## src/rtl/str_rep_seq.sv

```systemverilog
// -----------------------------------------------------------------------------
// str_rep_seq
//   Sequencer for REP MOVSD / REP STOSD. For each iteration it handshakes one
//   dword read (MOVS only) and one dword write with the memory stage. It then
//   steps EDI (and ESI for MOVS) through alu2 with the string opcode, and
//   counts ECX down when the REP prefix is present. busy stalls the front end
//   until the instruction retires with a one-cycle done pulse.
//
//   Optional feature macro: STR_REP_INTR_EN
//     defined   : a pending interrupt at the loop decision retires the REP
//                 early with eip_hold = 1, so the instruction restarts later.
//     undefined : irq_pend is ignored and eip_hold is always 0.
//
// Ports
//   clk, rst        clock and synchronous active-high reset
//   start           launch pulse, sampled only while idle
//   is_movs         1 = MOVSD (read then write), 0 = STOSD (write only)
//   rep_en          REP prefix present
//   ecx_in          ECX value at launch
//   irq_pend        pending interrupt (only with STR_REP_INTR_EN)
//   mem_ack         memory stage completed the current request
//   mem_req/mem_we  memory request valid / 1 = write ES:EDI, 0 = read DS:ESI
//   mem_rd_size     constant dword size code
//   mem_wr_size     constant dword size code
//   alu2_op         alu2 opcode (string step or idle pass-through)
//   ptr_sel/ptr_we  pointer select (0 = EDI, 1 = ESI) and its write enable
//   ecx_out/ecx_we  decremented ECX value and its write enable
//   busy            front-end stall
//   done/eip_hold   retire pulse; eip_hold = retire without advancing EIP
//
//   All outputs except the size constants are registered. They are decoded
//   from the next state, so each one is valid in the cycle its state is
//   occupied.
// -----------------------------------------------------------------------------
module str_rep_seq #(
  parameter int unsigned CNT_W        = 32,
  parameter logic [3:0]  ALU2_OP_STR  = 4'b0101,
  parameter logic [3:0]  ALU2_OP_IDLE = 4'b0000
) (
  input  logic             clk,
  input  logic             rst,
  input  logic             start,
  input  logic             is_movs,
  input  logic             rep_en,
  input  logic [CNT_W-1:0] ecx_in,
  input  logic             irq_pend,
  input  logic             mem_ack,
  output logic             mem_req,
  output logic             mem_we,
  output logic [1:0]       mem_rd_size,
  output logic [1:0]       mem_wr_size,
  output logic [3:0]       alu2_op,
  output logic             ptr_sel,
  output logic             ptr_we,
  output logic [CNT_W-1:0] ecx_out,
  output logic             ecx_we,
  output logic             busy,
  output logic             done,
  output logic             eip_hold
);

  typedef enum logic [2:0] {
    S_IDLE   = 3'd0,
    S_RD     = 3'd1,
    S_WR     = 3'd2,
    S_UPD_DI = 3'd3,
    S_UPD_SI = 3'd4,
    S_FIN    = 3'd5
  } state_t;

  state_t           state_q, state_d;
  logic [CNT_W-1:0] cnt_q, cnt_d;
  logic             movs_q, movs_d;
  logic             rep_q, rep_d;

  logic             mem_req_q, mem_req_d;
  logic             mem_we_q, mem_we_d;
  logic [3:0]       alu2_op_q, alu2_op_d;
  logic             ptr_sel_q, ptr_sel_d;
  logic             ptr_we_q, ptr_we_d;
  logic [CNT_W-1:0] ecx_out_q, ecx_out_d;
  logic             ecx_we_q, ecx_we_d;
  logic             busy_q, busy_d;
  logic             done_q, done_d;
  logic             eip_hold_q, eip_hold_d;

  logic [CNT_W-1:0] dec_cnt_s;   // count after this cycle's decrement
  logic             loop_last_s; // last iteration completed
  logic             loop_irq_s;  // early exit requested by an interrupt
  state_t           loop_tgt_s;  // loop decision target

  // Loop decision: evaluated on the decremented count.
  always_comb begin
    if ((state_q == S_UPD_DI) && rep_q) begin
      dec_cnt_s = cnt_q - {{(CNT_W-1){1'b0}}, 1'b1};
    end else begin
      dec_cnt_s = cnt_q;
    end
    loop_last_s = !rep_q || (dec_cnt_s == {CNT_W{1'b0}});
`ifdef STR_REP_INTR_EN
    loop_irq_s  = rep_q && (dec_cnt_s != {CNT_W{1'b0}}) && irq_pend;
`else
    loop_irq_s  = 1'b0;
`endif
    if (loop_last_s || loop_irq_s) begin
      loop_tgt_s = S_FIN;
    end else if (movs_q) begin
      loop_tgt_s = S_RD;
    end else begin
      loop_tgt_s = S_WR;
    end
  end

`ifndef STR_REP_INTR_EN
  logic unused_irq_s;
  assign unused_irq_s = irq_pend;
`endif

  // Next-state logic and latching of the instruction attributes.
  always_comb begin
    state_d    = state_q;
    cnt_d      = cnt_q;
    movs_d     = movs_q;
    rep_d      = rep_q;
    eip_hold_d = 1'b0;
    case (state_q)
      S_IDLE: begin
        if (start) begin
          movs_d = is_movs;
          rep_d  = rep_en;
          cnt_d  = ecx_in;
          if (rep_en && (ecx_in == {CNT_W{1'b0}})) begin
            state_d = S_FIN;
          end else if (is_movs) begin
            state_d = S_RD;
          end else begin
            state_d = S_WR;
          end
        end else begin
          state_d = S_IDLE;
        end
      end
      S_RD: begin
        if (mem_ack) begin
          state_d = S_WR;
        end else begin
          state_d = S_RD;
        end
      end
      S_WR: begin
        if (mem_ack) begin
          state_d = S_UPD_DI;
        end else begin
          state_d = S_WR;
        end
      end
      S_UPD_DI: begin
        cnt_d = dec_cnt_s;
        if (movs_q) begin
          state_d = S_UPD_SI;
        end else begin
          state_d    = loop_tgt_s;
          eip_hold_d = loop_irq_s;
        end
      end
      S_UPD_SI: begin
        state_d    = loop_tgt_s;
        eip_hold_d = loop_irq_s;
      end
      S_FIN: begin
        state_d = S_IDLE;
      end
      default: begin
        state_d = S_IDLE;
      end
    endcase
  end

  // Output decode from the state being entered, so registered outputs line up with it.
  always_comb begin
    mem_req_d = (state_d == S_RD) || (state_d == S_WR);
    mem_we_d  = (state_d == S_WR);
    ptr_we_d  = (state_d == S_UPD_DI) || (state_d == S_UPD_SI);
    ptr_sel_d = (state_d == S_UPD_SI);
    busy_d    = (state_d != S_IDLE) && (state_d != S_FIN);
    done_d    = (state_d == S_FIN);
    if (ptr_we_d) begin
      alu2_op_d = ALU2_OP_STR;
    end else begin
      alu2_op_d = ALU2_OP_IDLE;
    end
    if ((state_d == S_UPD_DI) && rep_d) begin
      ecx_we_d  = 1'b1;
      ecx_out_d = cnt_d - {{(CNT_W-1){1'b0}}, 1'b1};
    end else begin
      ecx_we_d  = 1'b0;
      ecx_out_d = ecx_out_q;
    end
  end

  // State, attribute and output registers.
  always_ff @(posedge clk) begin
    if (rst) begin
      state_q    <= S_IDLE;
      cnt_q      <= {CNT_W{1'b0}};
      movs_q     <= 1'b0;
      rep_q      <= 1'b0;
      mem_req_q  <= 1'b0;
      mem_we_q   <= 1'b0;
      alu2_op_q  <= ALU2_OP_IDLE;
      ptr_sel_q  <= 1'b0;
      ptr_we_q   <= 1'b0;
      ecx_out_q  <= {CNT_W{1'b0}};
      ecx_we_q   <= 1'b0;
      busy_q     <= 1'b0;
      done_q     <= 1'b0;
      eip_hold_q <= 1'b0;
    end else begin
      state_q    <= state_d;
      cnt_q      <= cnt_d;
      movs_q     <= movs_d;
      rep_q      <= rep_d;
      mem_req_q  <= mem_req_d;
      mem_we_q   <= mem_we_d;
      alu2_op_q  <= alu2_op_d;
      ptr_sel_q  <= ptr_sel_d;
      ptr_we_q   <= ptr_we_d;
      ecx_out_q  <= ecx_out_d;
      ecx_we_q   <= ecx_we_d;
      busy_q     <= busy_d;
      done_q     <= done_d;
      eip_hold_q <= eip_hold_d;
    end
  end

  assign mem_req     = mem_req_q;
  assign mem_we      = mem_we_q;
  assign mem_rd_size = 2'b10;
  assign mem_wr_size = 2'b10;
  assign alu2_op     = alu2_op_q;
  assign ptr_sel     = ptr_sel_q;
  assign ptr_we      = ptr_we_q;
  assign ecx_out     = ecx_out_q;
  assign ecx_we      = ecx_we_q;
  assign busy        = busy_q;
  assign done        = done_q;
  assign eip_hold    = eip_hold_q;

endmodule
```

## config.mk

```make
export PLATFORM = sky130hd
export DESIGN_NAME = str_rep_seq
export DESIGN_NICKNAME = d
export VERILOG_FILES = /design/src/rtl/str_rep_seq.sv
export SDC_FILE = /design/constraint.sdc
export NUM_CORES = 1
export LEC_CHECK = 0
export BUFFER_PORTS_ARGS = -buffer_cell sky130_fd_sc_hd__buf_2
export CAP_MARGIN = 10
export CELL_PAD_IN_SITES_DETAIL_PLACEMENT = 1
export CELL_PAD_IN_SITES_GLOBAL_PLACEMENT = 1
export CORE_UTILIZATION = 38
export DETAILED_ROUTE_END_ITERATION = 7
export GPL_ROUTABILITY_DRIVEN = 1
export PLACE_DENSITY_LB_ADDON = 0.1
export SLEW_MARGIN = 20
export SYNTH_ARGS = -nofsm -noshare
export SYNTH_HDL_FRONTEND = slang
export SYNTH_SLANG_ARGS = --single-unit
```

## constraint.sdc

```tcl
create_clock -name clk -period 3.5 [get_ports clk]
set_clock_uncertainty 0.1 [all_clocks]
set_input_delay 0.35 -clock clk [delete_from_list [all_inputs] [get_ports clk]]
set_output_delay 0.35 -clock clk [all_outputs]
set_load 0.01 [all_outputs]
```

* After elaboration in Yosys (flattened, before gate mapping)
Index checks and enable logic that the tools add are counted.
Word-level totals: input port bits 39, word-level logic and storage cells 54, output and inout port bits 48, flip-flop bits (word level) 80
Cells by class: eq/ne operators 10, reduce and logical (&&, ||, !) cells 13, muxes and demuxes 16, add/sub/neg operators 2
Operator list (count):
- 32-bit logical NOT | 2
- 32-bit two-way mux | 2
- 32-bit one-hot mux with 2 select lines | 1
- 32-bit by 1-bit subtractor with 32-bit output, second input constant | 2
- 3-bit two-way mux | 5
- 3-bit one-hot mux with 5 select lines | 1
- 3-bit by 2-bit == test with 1-bit output, second input constant | 4
- 3-bit == test, second input constant | 3
- 3-bit by 1-bit == test with 1-bit output, second input constant | 2
- 2-bit two-way mux | 3
- 1-bit logical AND | 4
- 1-bit two-way mux | 4
- 3-bit logical NOT | 1
- 1-bit logical OR | 3
- 3-bit inequality test, second input constant | 1
- 3-bit nonzero test | 1
- 2-bit AND reduction | 1
- 1-bit logical NOT | 1

* Depth between registers and ports, before layout
depth in word-level cells 11, mapped depth 13, gate-level depth less buffers 10

* Worst setup path before layout
OpenSTA, ideal clock, no wires.
path kind register to register, start reg cnt_q[0], end reg ecx_out_q[25], in the netlist ecx_out[25], buffers on the path 2, cell stages (with the launch flop) 13, path slack -0.097 ns, data arrival time 3.401 ns, path through dfxtp_1 inv_1 ha_1 nor3b_1 and4_1 clkbuf_1 nand2_1 a311o_1 nor4_2 nand4_1 buf_2 or4_1 o311ai_1
Between the ends: longest elaborated chain between the ends 9, elaborated cells between the ends (all ways) 12, classes of those cells add/sub: 2; eq/ne: 1; mux: 6; reduce/logical: 3
RTL lines:
- start: declaration | line 72 | logic [CNT_W-1:0] cnt_q, cnt_d;
- start signal: assignment | line 205 | cnt_q <= {CNT_W{1'b0}};
- start signal: assignment | line 220 | cnt_q <= cnt_d;
- branches (longest 9 deep; another with 32-bit by 1-bit subtractor with 32-bit output)
- end signal: assignment | line 213 | ecx_out_q <= {CNT_W{1'b0}};
- end signal: assignment | line 228 | ecx_out_q <= ecx_out_d;
- end: declaration | line 81 | logic [CNT_W-1:0] ecx_out_q, ecx_out_d;
Parallel ways; which one is timed is not known. A chain may end at the register's enable or synchronous reset.

* Final worst setup path
start reg cnt_q[8], end reg ecx_out_q[26], in the netlist ecx_out[26]
The elaborated chain is that of the path after synthesis.

==> impl_metrics.yaml <==
run_status:
  status: "finished, final reports clean"
setup_path:
  crit_required_ps: 3670
  arrival_ps: 3590
  cp-start-kind: "flop"
  timing.rr.start: "cnt_q[8]"
  cp_max_fo: 4
  reg2reg_slack_ps: 80
  crit_type: "flop to flop"
  worst_r2r_path_depth: 10
  end_kind: "flop"
  timing.rr.end: "ecx_out[26]"
  crit_start: "cnt_q[8]"
global_routing:
  grt_pass1_wl_mm: 36.5
  grt_max_degree: 48
  grt_overflow: 0
  antenna_found_initial: 0
  grtUsageTotal_pct: 33.3
  grt_pass1_vias: 6455
drt:
  first_pass_iters: 6
  drtIter0Drc: 523
  vias_per_cell: 6.27
  num_vias: 6532
  drc: 0
  avgRoutedWirePerCell_um: 22.8
  antenna_left: 0
  wl_mm: 23.8
placed_design:
  hpwl_mm: 18.5
  portBuffers: 78
  place.gp.congestion: 0.968
floorplan:
  rows: 42
  die_x_um: 120
  die_h_um: 120
  dieArea_um2: 14500
  io_pins: 87
  coreArea_um2: 13500
  start_util_pct: 39.6
min_path:
  min_from: "is_movs"
  whs_path_depth: 3
  min_to: "movs_q"
  holdCritPathClass: "input pin to flop"
finish:
  num-nets-final: 902
  area.growth.synth_to_final_pct: 33.2
  n_antenna_cell: 0
  multi_input_area_um2: 3610
  drive_above_1_share_pct: 30.9
  fillCellCount: 1704
  register_area_um2: 1520
clock_network:
  cts.sinks: 76
  postCtsHoldBufs: 0
  cts_tree: "yes"
  clkLatencyLatePin_ps: 350
  cts_buffers: 9
  cts_buffer_depth: 2
  clk_pin_slew_ps: 60
  ctsHtreeMaxLevel: 3
  cts_root_buf: "clkbuf_16"
timing:
  timing.final.hold_violations: 0
  slew_headroom_pct: 44.6
  setup-violations-final: 0
  worst_pin_slew_ps: 830
  period_share_pct: 97.8
  finalSetupTns_ps: 0
  min_period_ps: 3420
  slew_viol_final: 0
  fmax_mhz: 292
  rsz0062_at_grt: "yes"
run:
  max_cap_violations: 0
yosys:
  yosysTopAreaCell: "dfxtp_1"
  synthCells: 698
  seq_area_frac_synth_pct: 28.5
  synth_flop_cell: "dfxtp_1"
  post-synth-top-count-cell: "dfxtp_1"
  yosysUniqueCellTypes: 89
  synth_seq_cells: 76
  syn-cell-area_um2: 5330
  synth_area_per_cell_um2: 7.64
  synth-warning-count: 0
  synth_edf_count: 0
  synthArstFlopShare_pct: 0
  synth_area_leaders: "dfxtp_1 (29%), nor2_1 (5.1%), nand2_1 (4.4%), clkbuf_1 (3.4%), nor4_1 (3.3%)"
  synthTopCellsByCount: "dfxtp_1 (76), nor2_1 (72), nand2_1 (63)"
  netlist.area_leader.share_pct: 28.5
power:
  p_leak_nw: 2.88
  vdd_drop_max_uv: 245
  power_density_nw_per_um2: 517
  p_total_mw: 3.68
## where the power goes
group | leakage (nW) | switching (mW) | internal (mW)
registers | 0.620 | 0.0654 | 0.939
clock network | 0.135 | 0.438 | 0.492
logic | 2.12 | 1.03 | 0.710
total | 2.88 | 1.53 | 2.14
## how the worst max path moves through the flow
stage,cells after the start,to,slack (ps)
global placement,11,ecx_out[25],-20
floorplan,10,ecx_out[25],20
global route,10,ecx_out[31],-100
finish,10,ecx_out[26],80
CTS,9,ecx_out[27],-7
detailed placement,11,ecx_out[25],-50
## cell usage in the layout, fill, tap and decap left out, types with 9 or more instances in the layout
cell type,count
buf_4,131
buf_2,78
dfxtp_1,76
nor2_1,71
nand2_1,63
nor3_1,26
nand3_1,26
nor4_1,25
nand4_1,22
a21oi_1,21
and2_1,18
o21ai_0,17
xnor2_1,14
or3_1,13
o211ai_1,12
a31oi_1,10
inv_1,10
or4_1,10
o311ai_1,9
clkbuf_16,9
## state kept, by name (all words and copies together) (netlist names)
signal / flops
rep_q: 1
cnt_q: 32
state_q: 3
movs_q: 1
busy: 1
ptr_sel: 1
ecx_we: 1
ecx_out: 32
done: 1
mem_we: 1
alu2_op: 1
mem_req: 1
## repair_timing
action / CTS / global route
buffers inserted: 4 / 3
setup endpoints to repair: 6 / 21
pin swaps: 8 / 11
gates resized for setup: 6 / 25
## worst max-delay path: stages (launching register included)
cell and delay (ps):
dfxtp_1 310, or4_4 560, or4b_4 620, buf_4 180, o211ai_1 160, and3_1 220
nor4b_4 200, buf_4 180, nand3_1 120, or4_4 440, a311oi_2 240
## metrics by stage
| stage | cell area (um2) | std cells | hold slack, ps | setup slack [ps] | util [%] |
|---|---|---|---|---|---|
| finish | 7110 | 1042 | 182 | 77.1 | 52.8 |
| global route | 7110 | 1042 | 206 | -96.3 | 52.8 |
| CTS | 6960 | 1039 | 174 | -6.74 | 51.8 |
| detailed placement | 6630 | 1019 | 348 | -46.6 | 49.3 |
| global placement | 6630 | 1019 | 338 | -20.5 | 49.3 |
| floorplan | 5360 | 703 | 363 | 21.6 | - |
## cell families after synthesis
group / count (synthesis) / synth area share [%]
AND/OR/NAND/NOR: 348 / 36.7
AO/OA/AOI/OAI: 166 / 23.2
buffers and inverters: 79 / 6.80
flip-flops: 76 / 28.5
XOR/XNOR: 20 / 3.28
multiplexers: 5 / 0.938
adder cells (fa/ha/maj): 2 / 0.469
other: 2 / 0.141
## layout make-up
type,count,area share (%)
inverters,12,0.634
repair buffers,214,20.1
well taps,176,3.10
clock buffers,9,3.17
multi-input cells,548,50.8
flip-flops and latches,76,21.4
clock inverters,7,0.810
## per-layer routing
metal / part of all wire [%] / vias up / track usage [%]
li1: - / 2982 / -
met1: 42 / 3209 / 40.5
met2: 49 / 268 / 58.1
met3: 4.8 / 73 / 4.39
met4: 4.6 / 0 / 15.3
met5: 0 / - / 0
(Power assumes the default switching activity.)
